File: config.mk
export PLATFORM = sky130hd
export DESIGN_NAME = clock_lock_sequencer_flat
export DESIGN_NICKNAME = d
export VERILOG_FILES = /design/src/rtl/clock_lock_sequencer_if.sv /design/src/rtl/clock_lock_sequencer.sv /design/src/flat_wrapper.sv
export SDC_FILE = /design/constraint.sdc
export NUM_CORES = 1
export LEC_CHECK = 0
export CAP_MARGIN = 20
export CORE_MARGIN = 8
export CORE_UTILIZATION = 40
export CTS_BUF_LIST = sky130_fd_sc_hd__clkbuf_16
export CTS_CLUSTER_DIAMETER = 40
export DETAILED_ROUTE_END_ITERATION = 6
export HOLD_SLACK_MARGIN = 0.12
export PLACE_DENSITY = 0.71
export SYNTH_ARGS = -nofsm -noshare
export SYNTH_HDL_FRONTEND = slang
export SYNTH_SLANG_ARGS = --single-unit
export TNS_END_PERCENT = 20
File: constraint.sdc
create_clock -name clk -period 4.2 [get_ports clk]
set_clock_uncertainty 0.15 [all_clocks]
set_input_delay 0.84 -clock clk [delete_from_list [all_inputs] [get_ports clk]]
set_output_delay 0.84 -clock clk [all_outputs]
set_load 0.1 [all_outputs]
File: src/rtl/clock_lock_sequencer_if.sv
// Requester and CLOCK-side bundle for clock_lock_sequencer.
// slave = sequencer side, master = requesters plus the CLOCK instance.
interface clock_lock_sequencer_if #(
    parameter int N_REQ = 4,
    parameter int TW    = 16
);
    logic [N_REQ-1:0]    req;
    logic [N_REQ*TW-1:0] tgt;
    logic [N_REQ-1:0]    gnt;
    logic [N_REQ-1:0]    fail;
    logic                busy;
    logic                osc_resn;
    logic [TW-1:0]       osc_target;
    logic                osc_lock;

    modport slave (
        input  req, tgt, osc_lock,
        output gnt, fail, busy, osc_resn, osc_target
    );

    modport master (
        output req, tgt, osc_lock,
        input  gnt, fail, busy, osc_resn, osc_target
    );
endinterface

File: src/rtl/clock_lock_sequencer.sv
// Shares one CLOCK (oscillator + lock loop) among N_REQ requesters.
// Optional macro CLKSEQ_RETRY_EN: retry the lock MAX_RETRY extra times.
module clock_lock_sequencer #(
    parameter int N_REQ      = 4,
    parameter int TW         = 16,
    parameter int RESET_HOLD = 4,
    parameter int TIMEOUT    = 4096,
    parameter int MAX_RETRY  = 3
) (
    input logic                 clk,
    input logic                 res,
    clock_lock_sequencer_if.slave bus
);
    localparam int OW   = $clog2(N_REQ);
    localparam int CMAX = (TIMEOUT > RESET_HOLD) ? TIMEOUT : RESET_HOLD;
    localparam int CW   = $clog2(CMAX);
    localparam logic [CW-1:0] HOLD_LAST = CW'(RESET_HOLD - 1);
    localparam logic [CW-1:0] WAIT_LAST = CW'(TIMEOUT - 1);

    if (N_REQ < 2 || N_REQ > 8 || RESET_HOLD < 1 ||
        TIMEOUT < 4 || MAX_RETRY < 0) begin : g_bad_params
        $error("clock_lock_sequencer: parameter out of range");
    end

    typedef enum logic [1:0] {
        S_IDLE, S_HOLD, S_WAIT, S_GRANT
    } state_t;

    state_t            state_q, state_d;
    logic [OW-1:0]     owner_q, owner_d;
    logic [OW-1:0]     rr_q, rr_d;
    logic [CW-1:0]     cnt_q, cnt_d;
    logic [N_REQ-1:0]  mask_q, mask_d;
    logic [N_REQ-1:0]  gnt_q, gnt_d;
    logic [N_REQ-1:0]  fail_q, fail_d;
    logic              busy_q, busy_d;
    logic              osc_resn_q, osc_resn_d;
    logic [TW-1:0]     osc_target_q, osc_target_d;
    logic              sync1_q, lock_s_q;

    logic [N_REQ-1:0]  eligible;
    logic              pick_vld;
    logic [OW-1:0]     pick_idx;
    logic [OW-1:0]     scan_idx;
    logic [TW-1:0]     pick_tgt;
    logic              owner_req;
    logic              retry_left;

`ifdef CLKSEQ_RETRY_EN
    localparam int RW = $clog2(MAX_RETRY + 1) + 1;
    logic [RW-1:0] retry_q, retry_d;
    assign retry_left = (retry_q < RW'(MAX_RETRY));
`else
    assign retry_left = 1'b0;
`endif

    assign eligible  = bus.req & ~mask_q;
    assign owner_req = bus.req[owner_q];

    // Round-robin pick: first eligible index at or after rr_q.
    always_comb begin
        pick_vld = 1'b0;
        pick_idx = '0;
        scan_idx = '0;
        pick_tgt = '0;
        for (int i = 0; i < N_REQ; i++) begin
            scan_idx = OW'((int'(rr_q) + i) % N_REQ);
            if (!pick_vld && eligible[scan_idx]) begin
                pick_vld = 1'b1;
                pick_idx = scan_idx;
            end
        end
        for (int i = 0; i < N_REQ; i++) begin
            if (OW'(i) == pick_idx) begin
                pick_tgt = bus.tgt[i*TW +: TW];
            end
        end
    end

    // Next state and registered outputs; an owner drop beats lock/timeout.
    always_comb begin
        state_d      = state_q;
        owner_d      = owner_q;
        rr_d         = rr_q;
        cnt_d        = cnt_q;
        mask_d       = mask_q & bus.req;
        gnt_d        = gnt_q;
        fail_d       = '0;
        osc_resn_d   = osc_resn_q;
        osc_target_d = osc_target_q;
`ifdef CLKSEQ_RETRY_EN
        retry_d      = retry_q;
`endif
        unique case (state_q)
            S_IDLE: begin
                gnt_d      = '0;
                osc_resn_d = 1'b0;
                if (pick_vld) begin
                    owner_d      = pick_idx;
                    rr_d         = (pick_idx == OW'(N_REQ - 1)) ?
                                   '0 : pick_idx + 1'b1;
                    osc_target_d = pick_tgt;
                    cnt_d        = '0;
`ifdef CLKSEQ_RETRY_EN
                    retry_d      = '0;
`endif
                    state_d      = S_HOLD;
                end
            end
            S_HOLD: begin
                if (!owner_req) begin
                    osc_resn_d = 1'b0;
                    state_d    = S_IDLE;
                end else if (cnt_q == HOLD_LAST) begin
                    cnt_d      = '0;
                    osc_resn_d = 1'b1;
                    state_d    = S_WAIT;
                end else begin
                    cnt_d = cnt_q + 1'b1;
                end
            end
            S_WAIT: begin
                if (!owner_req) begin
                    osc_resn_d = 1'b0;
                    state_d    = S_IDLE;
                end else if (lock_s_q) begin
                    gnt_d          = '0;
                    gnt_d[owner_q] = 1'b1;
                    state_d        = S_GRANT;
                end else if (cnt_q == WAIT_LAST) begin
                    osc_resn_d = 1'b0;
                    cnt_d      = '0;
                    if (retry_left) begin
`ifdef CLKSEQ_RETRY_EN
                        retry_d = retry_q + 1'b1;
`endif
                        state_d = S_HOLD;
                    end else begin
                        fail_d[owner_q] = 1'b1;
                        mask_d[owner_q] = 1'b1;
                        state_d         = S_IDLE;
                    end
                end else begin
                    cnt_d = cnt_q + 1'b1;
                end
            end
            S_GRANT: begin
                if (!owner_req) begin
                    gnt_d      = '0;
                    osc_resn_d = 1'b0;
                    state_d    = S_IDLE;
                end
            end
            default: state_d = S_IDLE;
        endcase
        busy_d = (state_d != S_IDLE);
    end

    // State, output and lock-synchroniser registers.
    always_ff @(posedge clk or posedge res) begin
        if (res) begin
            state_q      <= S_IDLE;
            owner_q      <= '0;
            rr_q         <= '0;
            cnt_q        <= '0;
            mask_q       <= '0;
            gnt_q        <= '0;
            fail_q       <= '0;
            busy_q       <= 1'b0;
            osc_resn_q   <= 1'b0;
            osc_target_q <= '0;
            sync1_q      <= 1'b0;
            lock_s_q     <= 1'b0;
`ifdef CLKSEQ_RETRY_EN
            retry_q      <= '0;
`endif
        end else begin
            state_q      <= state_d;
            owner_q      <= owner_d;
            rr_q         <= rr_d;
            cnt_q        <= cnt_d;
            mask_q       <= mask_d;
            gnt_q        <= gnt_d;
            fail_q       <= fail_d;
            busy_q       <= busy_d;
            osc_resn_q   <= osc_resn_d;
            osc_target_q <= osc_target_d;
            sync1_q      <= bus.osc_lock;
            lock_s_q     <= sync1_q;
`ifdef CLKSEQ_RETRY_EN
            retry_q      <= retry_d;
`endif
        end
    end

    assign bus.gnt        = gnt_q;
    assign bus.fail       = fail_q;
    assign bus.busy       = busy_q;
    assign bus.osc_resn   = osc_resn_q;
    assign bus.osc_target = osc_target_q;
endmodule

File: src/flat_wrapper.sv
// flat-port wrapper written by rule: the top's interface ports become plain ports
module clock_lock_sequencer_flat 
#(
    parameter int N_REQ      = 4,
    parameter int TW         = 16,
    parameter int RESET_HOLD = 4,
    parameter int TIMEOUT    = 4096,
    parameter int MAX_RETRY  = 3
)
  (clk, res, bus_req, bus_tgt, bus_osc_lock, bus_gnt, bus_fail, bus_busy, bus_osc_resn, bus_osc_target);
  clock_lock_sequencer_if #(.N_REQ(N_REQ), .TW(TW)) bus_i ();
  input logic clk;
  input logic res;
  input wire logic [$bits(bus_i.req)-1:0] bus_req;
  input wire logic [$bits(bus_i.tgt)-1:0] bus_tgt;
  input wire logic [$bits(bus_i.osc_lock)-1:0] bus_osc_lock;
  output wire logic [$bits(bus_i.gnt)-1:0] bus_gnt;
  output wire logic [$bits(bus_i.fail)-1:0] bus_fail;
  output wire logic [$bits(bus_i.busy)-1:0] bus_busy;
  output wire logic [$bits(bus_i.osc_resn)-1:0] bus_osc_resn;
  output wire logic [$bits(bus_i.osc_target)-1:0] bus_osc_target;
  assign bus_i.req = bus_req;
  assign bus_i.tgt = bus_tgt;
  assign bus_i.osc_lock = bus_osc_lock;
  assign bus_gnt = bus_i.gnt;
  assign bus_fail = bus_i.fail;
  assign bus_busy = bus_i.busy;
  assign bus_osc_resn = bus_i.osc_resn;
  assign bus_osc_target = bus_i.osc_target;
  clock_lock_sequencer #(.N_REQ(N_REQ), .TW(TW), .RESET_HOLD(RESET_HOLD), .TIMEOUT(TIMEOUT), .MAX_RETRY(MAX_RETRY)) u_core (.clk(clk), .res(res), .bus(bus_i));
endmodule
# After elaboration in Yosys (flattened, before gate mapping)
# Cells that the tools add are included.
[totals]
reg_bits = 50
latchBits = 0
mem_bits_rw = 0
mem_bits_ro = 0
output_inout_bits = 26
n_memories = 0
[classes]
addsub = 5
n_mul = 0
div = 0
magnitude_cmp = 6
eq_ne = 18
n_shift = 0
n_mux = 59
n_bitwise = 4
n_reduce_logical = 16
[ops]
columns = ["operator", "count"]
rows = [
  ["2-to-1 mux 12 bit", 6],
  ["2-to-1 mux 16 bit", 4],
  ["2-to-1 mux 4 bit", 11],
  ["one-hot mux 12 bit (3 select lines)", 1],
  ["2-to-1 mux 2 bit", 12],
  ["2-to-1 mux 1 bit", 16],
  ["less-than comparator 2 x 3 -> 1 bit (second input constant)", 5],
  ["adder 12 x 1 -> 12 bit (second input constant)", 1],
  ["== test 12 bit (second input constant)", 1],
  ["== test 12 x 2 -> 1 bit (second input constant)", 1],
  ["one-hot mux 4 bit (3 select lines)", 1],
  ["binary-select mux 1 bit (select 2 bit)", 5],
  ["inequality test 3 bit (second input constant)", 3],
  ["AND 4 bit", 2],
  ["inequality test 2 x 1 -> 1 bit (second input constant)", 4],
  ["one-hot mux 2 bit (4 select lines)", 1],
  ["AND reduction 4 bit", 2],
  ["== test 2 bit (second input constant)", 3],
  ["nonzero test 3 bit", 2],
  ["AND reduction 5 bit", 1],
  ["adder 2 x 1 -> 2 bit (second input constant)", 2],
  ["adder 2 bit (second input constant)", 2],
  ["== test 2 bit (first input constant)", 2],
  ["logical AND 1 bit", 4],
  ["other kinds (12)", 16],
]

# Longest topological paths before layout
# Gate-level depths: netlist (run 1).
[depth]
depth_word = 19
mapped_depth = 13
mapped_depth_nobuf = 11

# Least setup slack after synthesis (run 1)
# No wires, ideal clock.
[synth_timing]
kind = "input to register"
start = "input bus_req[1]"
end = "register u_core.osc_target_q[3], in the netlist u_core.bus.osc_target[3]"
setup_ns = 0.077
t_arrival_ns = 3.058
slack_ns = 0.915
path_stages = 12
path_cell_list = "nor2b_1 > a2111oi_4 > or2_1 > inv_1 > ha_1 > clkbuf_1 > nor2b_1 > clkbuf_1 > a221oi_1 > nor3_1 > a21oi_1 > o21ai_1"
[synth_via]
elab_chain_len = 18
elab_cells_between_ends = 32
classes_between = "eq/ne (3); mux (20); bitwise (1); reduce/logical (8)"
[synth_rtl]
columns = ["item", "line", "source"]
rows = [
  ["start: declaration", "flat_wrapper.sv:14", "input wire logic [$bits(bus_i.req)-1:0] bus_req;"],
  ["AND 4 bit (*)", "clock_lock_sequencer.sv:57", "assign eligible = bus.req & ~mask_q;"],
  ["binary-select mux 1 bit (select 2 bit)", "clock_lock_sequencer.sv:68", "if (!pick_vld && eligible[scan_idx]) begin"],
  ["2-to-1 mux 1 bit (not written as such)", "clock_lock_sequencer.sv:68", ""],
  ["2-to-1 mux 1 bit", "clock_lock_sequencer.sv:68", ""],
  ["zero test 1 bit", "clock_lock_sequencer.sv:68", ""],
  ["logical AND 1 bit", "clock_lock_sequencer.sv:68", ""],
  ["2-to-1 mux 1 bit", "clock_lock_sequencer.sv:68", ""],
  ["zero test 1 bit", "clock_lock_sequencer.sv:68", ""],
  ["logical AND 1 bit", "clock_lock_sequencer.sv:68", ""],
  ["2-to-1 mux 1 bit", "clock_lock_sequencer.sv:68", ""],
  ["zero test 1 bit", "clock_lock_sequencer.sv:68", ""],
  ["logical AND 1 bit", "clock_lock_sequencer.sv:68", ""],
  ["2-to-1 mux 2 bit (*)", "clock_lock_sequencer.sv:68", ""],
  ["net u_core.pick_idx[0]", "clock_lock_sequencer.sv:43", "logic [OW-1:0] pick_idx;"],
  ["zero test 2 bit", "clock_lock_sequencer.sv:74", "if (OW'(i) == pick_idx) begin"],
  ["2-to-1 mux 16 bit (3 in series)", "clock_lock_sequencer.sv:74", ""],
  ["2-to-1 mux 16 bit (*)", "clock_lock_sequencer.sv:74", ""],
  ["end signal: assignment", "clock_lock_sequencer.sv:187", "osc_target_q <= osc_target_d;"],
  ["end: declaration", "clock_lock_sequencer.sv:38", "logic [TW-1:0] osc_target_q, osc_target_d;"],
]
# The timed path passes the listed nets; every way through them passes the cells marked *. The select of a mux whose other input is x is not followed.
# A chain may end at the register's enable or synchronous reset.

# Final worst setup path (run 1)
[layout_timing]
start = "input bus_req[0]"
end = "register u_core.osc_target_q[15], in the netlist u_core.bus.osc_target[15]"
[layout_via]
elab_chain_len = 18
elab_cells_between_ends = 32
classes_between = "eq/ne (3); mux (20); bitwise (1); reduce/logical (8)"
[layout_rtl]
columns = ["item", "line"]
rows = [
  ["AND 4 bit (*)", "clock_lock_sequencer.sv:57"],
  ["binary-select mux 1 bit (select 2 bit)", "clock_lock_sequencer.sv:68"],
  ["2-to-1 mux 1 bit (not written as such)", "clock_lock_sequencer.sv:68"],
  ["2-to-1 mux 1 bit", "clock_lock_sequencer.sv:68"],
  ["zero test 1 bit", "clock_lock_sequencer.sv:68"],
  ["logical AND 1 bit", "clock_lock_sequencer.sv:68"],
  ["2-to-1 mux 1 bit", "clock_lock_sequencer.sv:68"],
  ["zero test 1 bit", "clock_lock_sequencer.sv:68"],
  ["logical AND 1 bit", "clock_lock_sequencer.sv:68"],
  ["2-to-1 mux 1 bit", "clock_lock_sequencer.sv:68"],
  ["zero test 1 bit", "clock_lock_sequencer.sv:68"],
  ["logical AND 1 bit", "clock_lock_sequencer.sv:68"],
  ["2-to-1 mux 2 bit", "clock_lock_sequencer.sv:68"],
  ["zero test 2 bit", "clock_lock_sequencer.sv:74"],
  ["2-to-1 mux 16 bit (4 in series)", "clock_lock_sequencer.sv:74"],
]
# Every way passes the cells marked *; elsewhere a longest branch is shown, timed or not. The select of a mux whose other input is x is not followed.

==> impl_metrics.csv, run 1 <==
group,metric,value,unit
floorplan,num_rows,31,
min_path,hp-class,"reg2reg",
yosys,ys_seq_elements,50,
run_status,outcome,"completed",
critical_path,slowest_delay,0.54,ns
final_layout,layout-drive-gt1-share,6.55,%
placement,place_ws,0.410,ns
cts,cts_resized,0,
floorplan,die_w,102,microns
cts,cts_made_buffers,5,
yosys,ys_types,54,
placement,place_congestion,0.868,
power_and_ir_drop,power.total,2.97,mW
final_layout,stdcell_area,0.00421,sq mm
final_layout,final_util,58.1,%
min_path,hold_start,"u_core.sync1_q",
power_and_ir_drop,p_int,1.47,mW
sta,fin_hold_ws,0.200,ns
detailed_routing,wirelength,8050,microns
critical_path,worst_setup_path_start_kind,"input pin",
final_layout,diodes,0,
global_routing,grt_max_degree,51,
sta,fmax,285,MHz
min_path,hold_end,"u_core.lock_s_q",
power_and_ir_drop,switching_share,50.6,%
final_layout,nets,491,
sta,setup_tns,0,ns
sta,rsz0062_at_grt,"no",
power_and_ir_drop,p_switching,1.50,mW
power_and_ir_drop,p_leak,1.77,nW
detailed_routing,drt_iter0_drc,66,
detailed_routing,ant_nets,0,
cts,post-cts-setup-buffers,0,
critical_path,ff2ff_setup_slack,1.40,ns
cts,cts_max_level,2,
cts,cts_tree,"yes",
power_and_ir_drop,p_seq_share,23.8,%
cts,clk_pin_slew,0.07,ns
global_routing,grt_usage,16.1,%
cts,cts-root-buf,"clkbuf_16",
final_layout,area_growth,41.2,%
detailed_routing,num_vias,2754,
floorplan,core-area,0.00725,sq mm
floorplan,start_util,41.1,%
sta,fin_crit_sh,83.5,%
cts,clock-sinks,50,
detailed_routing,remaining_drc_errors,0,
detailed_routing,via_per_inst,5.39,
yosys,synthTopCellsByArea,"dfrtp_1 42%, nor2b_1 5.0%, a221oi_1 4.4%",
yosys,synth_top_area_cell,"dfrtp_1",
power_and_ir_drop,power.density,706,mW/mm^2
critical_path,rr_worst_depth,13,
critical_path,crit_path_frequent_cell,"nor2b_1",
sta,timing_hold_violations_final,0,
critical_path,r2r-start,"u_core.mask_q[3]",
placement,placed_area,0.00402,sq mm
sta,fin_ws,0.692,ns
critical_path,path_cells,"clkdlybuf4s50_1 > nor2b_1 > mux2i_1 > o221ai_1 > or2_1 > ha_1 > buf_4 > nor2b_1 > nor3_1 > a21oi_1 > o21ai_1",
critical_path,worst-setup-path-type,"in2reg",
power_and_ir_drop,clkPwrFrac,15.4,%
yosys,yosysSeqAreaShare,41.9,%
yosys,syn_avg_cell_area,9.29,sq um
critical_path,worstPathArrival,3.53,ns
floorplan,pin_count,97,
floorplan,fp.dieH,102,microns
placement,hpwl,6320,microns
final_layout,fin_cells,511,
sta,tightest_slew,1.03,ns
critical_path,worstPathMaxFanout,20,
placement,io_buffers,96,
cts,cts_buffer_depth,2,
global_routing,antenna_found_initial,0,
final_layout,n_fill_cell,674,
yosys,yosysTopAreaCellShare,41.9,%
power_and_ir_drop,p_comb_share,60.8,%
sta,maxSlewViolCount,0,
critical_path,slowest_stage,"ha_1",
global_routing,grt_pass1_wl,13400,microns
critical_path,regToRegEndpoint,"u_core.bus.osc_target[3]",
global_routing,grt_pass1_vias,2787,
yosys,synth-edff-count,0,
yosys,async_reset_ff_share,100,%
cts,cts_hold_buf,0,
sta,slew-limit-headroom,31.4,%
global_routing,grt_overflow,0,
yosys,ys.flop_type,"dfrtp_1",
critical_path,end_kind,"register",
cts,insertion_delay,0.29,ns
min_path,hold_depth,0,
placement,post-place-cells,502,
sta,layout_min_cycle_time,3.51,ns
yosys,synthesis.area,0.00298,sq mm
sta,setup_violations,0,
yosys,syn_inst,321,
detailed_routing,wire_per_inst,15.8,microns
yosys,yosysWarnings,0,
yosys,syn_nets,401,
critical_path,crit_required,4.22,ns
power_and_ir_drop,irDropWorstVdd,0.336,mV
run,cap_violations,0,
floorplan,dieArea,0.0105,sq mm
detailed_routing,drtPass1Iterations,4,
[flip-flops by register name, summed over array words and instances (netlist names)]
name and flops:
u_core.rr_q 2, u_core.bus.fail 4, u_core.sync1_q 1, u_core.mask_q 4, u_core.cnt_q 12, u_core.owner_q 2
u_core.bus.busy 1, u_core.bus.gnt 4, u_core.bus.osc_resn 1, u_core.bus.osc_target 16, u_core.state_q 2, u_core.lock_s_q 1
[worst max-delay path by stage]
stage | endpoint | slack (ns) | from
2_1_floorplan | u_core.bus.osc_target[3] | 0.92 | bus_req[1]
3_3_place_gp | u_core.bus.osc_target[15] | 0.46 | bus_req[1]
3_5_place_dp | u_core.bus.osc_target[3] | 0.41 | bus_req[3]
4_1_cts | u_core.bus.osc_target[3] | 0.69 | bus_req[3]
5_1_grt | u_core.bus.osc_target[5] | 0.35 | bus_req[0]
6_report | u_core.bus.osc_target[15] | 0.69 | bus_req[0]
[worst max-delay path: cells and delay by family]
family	cells	cell delay (ns)
AOI/OAI and AO/OA	3	0.44
muxes	1	0.13
buffers and inverters	2	0.76
and+or+nand+nor	4	0.82
adders and majority gates	1	0.54
[cell usage in the layout, fill, tap and decap left out, types with 3 or more instances in the layout]
cell type / n
a211oi_1: 3
a21oi_1: 21
a221oi_1: 15
a22o_1: 8
and2_1: 4
and3_1: 8
buf_4: 6
clkbuf_16: 5
clkdlybuf4s50_1: 96
dfrtp_1: 50
ha_1: 9
inv_1: 8
mux2_1: 6
nand2_1: 30
nand2b_1: 3
nand3_1: 5
nor2_1: 13
nor2b_1: 24
nor3_1: 21
nor4_1: 4
o21a_1: 3
o21ai_0: 11
o21ai_1: 19
[final cells by class]
type / instances / area [sq um] / area share (%)
Inverter: 9 / 33.8 / 0.802
Tap cell: 99 / 124 / 2.94
Timing Repair Buffer: 103 / 1030 / 24.4
Clock inverter: 3 / 45.0 / 1.07
Clock buffer: 5 / 125 / 2.97
Multi-Input combinational cell: 242 / 1610 / 38.1
Sequential cell: 50 / 1250 / 29.7
[metal layers]
layer  vias to the layer above  track usage (%)  routed length [microns]
li1                       1364                -                        -
met1                      1279             18.4                     3410
met2                       105             25.4                     3580
met3                         6             9.20                     1000
met4                         0             3.84                       61
met5                         -                0                        0
[power groups by stage]
stage / combinational, mW / sequential (mW) / clock [mW]
floorplan: 0.853 / 1.25 / 0
global placement: 1.80 / 0.709 / 0
detailed placement: 1.81 / 0.715 / 0
CTS: 1.82 / 0.707 / 0.470
global route: 1.97 / 0.727 / 0.491
finish: 1.81 / 0.707 / 0.459
[synth_stat cells (3+ instances only)]
| cell | number |
|---|---|
| o21ai_0 | 11 |
| o21a_1 | 3 |
| nand2_1 | 30 |
| nor2_1 | 13 |
| clkbuf_1 | 13 |
| buf_1 | 4 |
| dfrtp_1 | 50 |
| o21ai_1 | 19 |
| a21oi_1 | 21 |
| nor4_1 | 4 |
| inv_1 | 9 |
| nand2b_1 | 3 |
| and2_1 | 4 |
| a221oi_1 | 15 |
| ha_1 | 9 |
| a22o_1 | 8 |
| nor3_1 | 21 |
| and3_1 | 8 |
| nand3_1 | 5 |
| a211oi_1 | 3 |
| nor2b_1 | 24 |
| mux2_1 | 6 |
[cell families (layout without fill, tap and decap cells)]
kind of cell | after synthesis | in the layout | share of synthesized area (%)
and+or+nand+nor | 125 | 125 | 22.3
AOI/OAI and AO/OA | 99 | 99 | 24.0
DFF | 50 | 50 | 41.9
buffers and inverters | 29 | 120 | 4.19
adders and majority gates | 9 | 9 | 3.78
muxes | 9 | 9 | 3.73
No activity file was read; power rests on OpenSTA's default activity.
==> run 2: changes to the inputs <==
--- a/config.mk
+++ b/config.mk
@@ -12,7 +12,7 @@
 export CTS_CLUSTER_DIAMETER = 40
 export DETAILED_ROUTE_END_ITERATION = 6
 export HOLD_SLACK_MARGIN = 0.12
-export PLACE_DENSITY = 0.71
+export PLACE_DENSITY = 0.74
 export SYNTH_ARGS = -nofsm -noshare
 export SYNTH_HDL_FRONTEND = slang
 export SYNTH_SLANG_ARGS = --single-unit
==> constraint.sdc (replaced) <==
create_clock -name clk -period 3 [get_ports clk]
set_clock_uncertainty 0.15 [all_clocks]
set_input_delay 0.6 -clock clk [delete_from_list [all_inputs] [get_ports clk]]
set_output_delay 0.6 -clock clk [all_outputs]
set_load 0.1 [all_outputs]
==> run 2 against run 1 <==
Global-route usage increased by 0.82 points. Register-to-register slack lost 0.98 ns. Critical path type unchanged. Critical endpoint is now u_core.bus.osc_target[14]. Utilization increased by 4.0 points. Largest power group unchanged. Sequential share of layout area is 1.9 points lower. Sequential power grew 41%.
==> impl_metrics.csv, run 2 (synthesis gave the netlist of run 1 again) <==
group,metric,value,unit
run_status,outcome,"completed",
critical_path,crit_path_frequent_cell,"a21oi_1",
run,cap_violations,0,
placement,place_ws,-0.735,ns
min_path,hold_depth,0,
detailed_routing,num_vias,2839,
min_path,hp-class,"reg2reg",
critical_path,worst-setup-path-type,"in2reg",
final_layout,diodes,0,
detailed_routing,drtPass1Iterations,4,
global_routing,grt_max_degree,33,
final_layout,area_growth,50.9,%
final_layout,nets,514,
detailed_routing,wirelength,8890,microns
critical_path,worstPathMaxFanout,5,
cts,cts_tree,"yes",
critical_path,worst_setup_path_start_kind,"input pin",
critical_path,path_buf_inv,4,
final_layout,n_fill_cell,619,
placement,hpwl,6650,microns
global_routing,grt_pass1_vias,2911,
detailed_routing,via_per_inst,5.32,
critical_path,worstPathArrival,2.89,ns
power_and_ir_drop,power.total,4.53,mW
global_routing,antenna_found_initial,0,
floorplan,dieArea,0.0105,sq mm
final_layout,final_common_cell,"clkdlybuf4s50_1",
final_layout,final_cell_mix,"68 x clkdlybuf4s50_1, 50 x buf_4, 50 x dfrtp_1",
final_layout,largest_reg_flops,16,
critical_path,end_kind,"register",
final_layout,area.sequential,0.00125,sq mm
critical_path,slowest_delay,0.48,ns
sta,maxSlewViolCount,0,
sta,slew-limit-headroom,61.5,%
detailed_routing,remaining_drc_errors,0,
critical_path,crit_required,3.02,ns
sta,fin_crit_sh,95.6,%
floorplan,die_w,102,microns
detailed_routing,drt_iter0_drc,80,
final_layout,layout-drive-gt1-share,20.7,%
sta,fmax,349,MHz
sta,timing_hold_violations_final,0,
cts,cts_max_level,2,
cts,cts_made_buffers,5,
global_routing,grt_pass1_wl,14000,microns
cts,cts_buffer_depth,2,
sta,fin_ws,0.133,ns
cts,cts-root-buf,"clkbuf_16",
critical_path,regToRegEndpoint,"u_core.bus.osc_target[14]",
placement,place_congestion,0.825,
critical_path,path_delay_family,"buffers and inverters",
critical_path,slowest_stage,"clkdlybuf4s50_1",
min_path,hold_start,"u_core.sync1_q",
cts,cts_hold_buf,0,
floorplan,start_util,41.1,%
placement,post-place-cells,523,
critical_path,r2r-start,"u_core.mask_q[3]",
cts,insertion_delay,0.29,ns
power_and_ir_drop,p_leak,2.00,nW
global_routing,grt_usage,16.9,%
cts,clk_pin_slew,0.06,ns
detailed_routing,wire_per_inst,16.7,microns
final_layout,final_util,62.0,%
global_routing,grt_overflow,0,
min_path,hold_end,"u_core.lock_s_q",
sta,tightest_slew,0.577,ns
detailed_routing,ant_nets,0,
floorplan,core-area,0.00725,sq mm
power_and_ir_drop,power.density,1010,mW/mm^2
floorplan,num_rows,31,
floorplan,fp.dieH,102,microns
cts,clock-sinks,50,
final_layout,multi_input_area,0.00172,sq mm
placement,io_buffers,96,
sta,layout_min_cycle_time,2.87,ns
critical_path,rr_worst_depth,12,
floorplan,pin_count,97,
critical_path,path_cells,"clkdlybuf4s50_1 > nor2b_4 > buf_4 > o221ai_1 > or2_1 > inv_2 > ha_4 > buf_12 > nand3b_1 > a21oi_1 > a21oi_1 > o21ai_0 > mux2_1",
power_and_ir_drop,irDropWorstVdd,0.557,mV
final_layout,fin_cells,534,
sta,setup_violations,0,
critical_path,ff2ff_setup_slack,0.42,ns
run 2: report_power, final:
| group | internal (mW) | switching [mW] |
|---|---|---|
| registers | 0.845 | 0.159 |
| clock network | 0.387 | 0.237 |
| logic | 1.05 | 1.85 |
run 2: routing by layer:
layer / track usage, % / vias up / wire length (microns)
li1: - / 1410 / -
met1: 19.5 / 1330 / 3750
met2: 26.4 / 95 / 4110
met3: 10.0 / 4 / 971
met4: 3.72 / 0 / 66
met5: 0 / - / 0
run 2: final cells by class:
type | count | share of cell area [%]
clock buffers | 5 | 2.78
clock inverters | 3 | 0.834
inverters | 9 | 0.751
multi-input cells | 242 | 38.1
flip-flops and latches | 50 | 27.8
well taps | 99 | 2.75
repair buffers | 126 | 26.9
run 2: worst reg2reg max path: stages, from the launching register on:
cell and delay (ns):
dfrtp_1 0.40, nand2b_1 0.19, a22oi_1 0.20, o221ai_1 0.16
or2_1 0.29, inv_2 0.10, ha_4 0.21, buf_12 0.14
nand3b_1 0.10, a21oi_1 0.06, a21oi_1 0.11, o21ai_0 0.08
mux2_1 0.28
run 2: through the flow:
step	TNS, ns	cell area (sq um)	hold slack, ns
6_report	0	4500	0.206
3_5_place_dp	-10.87	4130	0.193
5_1_grt	-0.0544	4500	0.219
3_3_place_gp	-9.84	4130	0.185
4_1_cts	0	4300	0.207
2_1_floorplan	0	2980	0.181
run 2: repair_timing:
item                       4_1_cts  5_1_grt
gates cloned                     0        3
setup endpoints to repair       16       16
setup buffers                    0        1
resized for setup                5       21
pin swaps                        0        3
run 2: worst max-delay path by stage:
stage,startpoint,to,slack (ns),depth (start not counted)
6_report,bus_req[1],u_core.bus.osc_target[14],0.13,13
5_1_grt,bus_req[1],u_core.bus.osc_target[10],-0.02,13
2_1_floorplan,bus_req[1],u_core.bus.osc_target[3],0.04,12
3_5_place_dp,bus_req[0],u_core.bus.osc_target[13],-0.74,13
3_3_place_gp,bus_req[0],u_core.bus.osc_target[15],-0.67,13
4_1_cts,bus_req[0],u_core.bus.osc_target[14],0.01,14
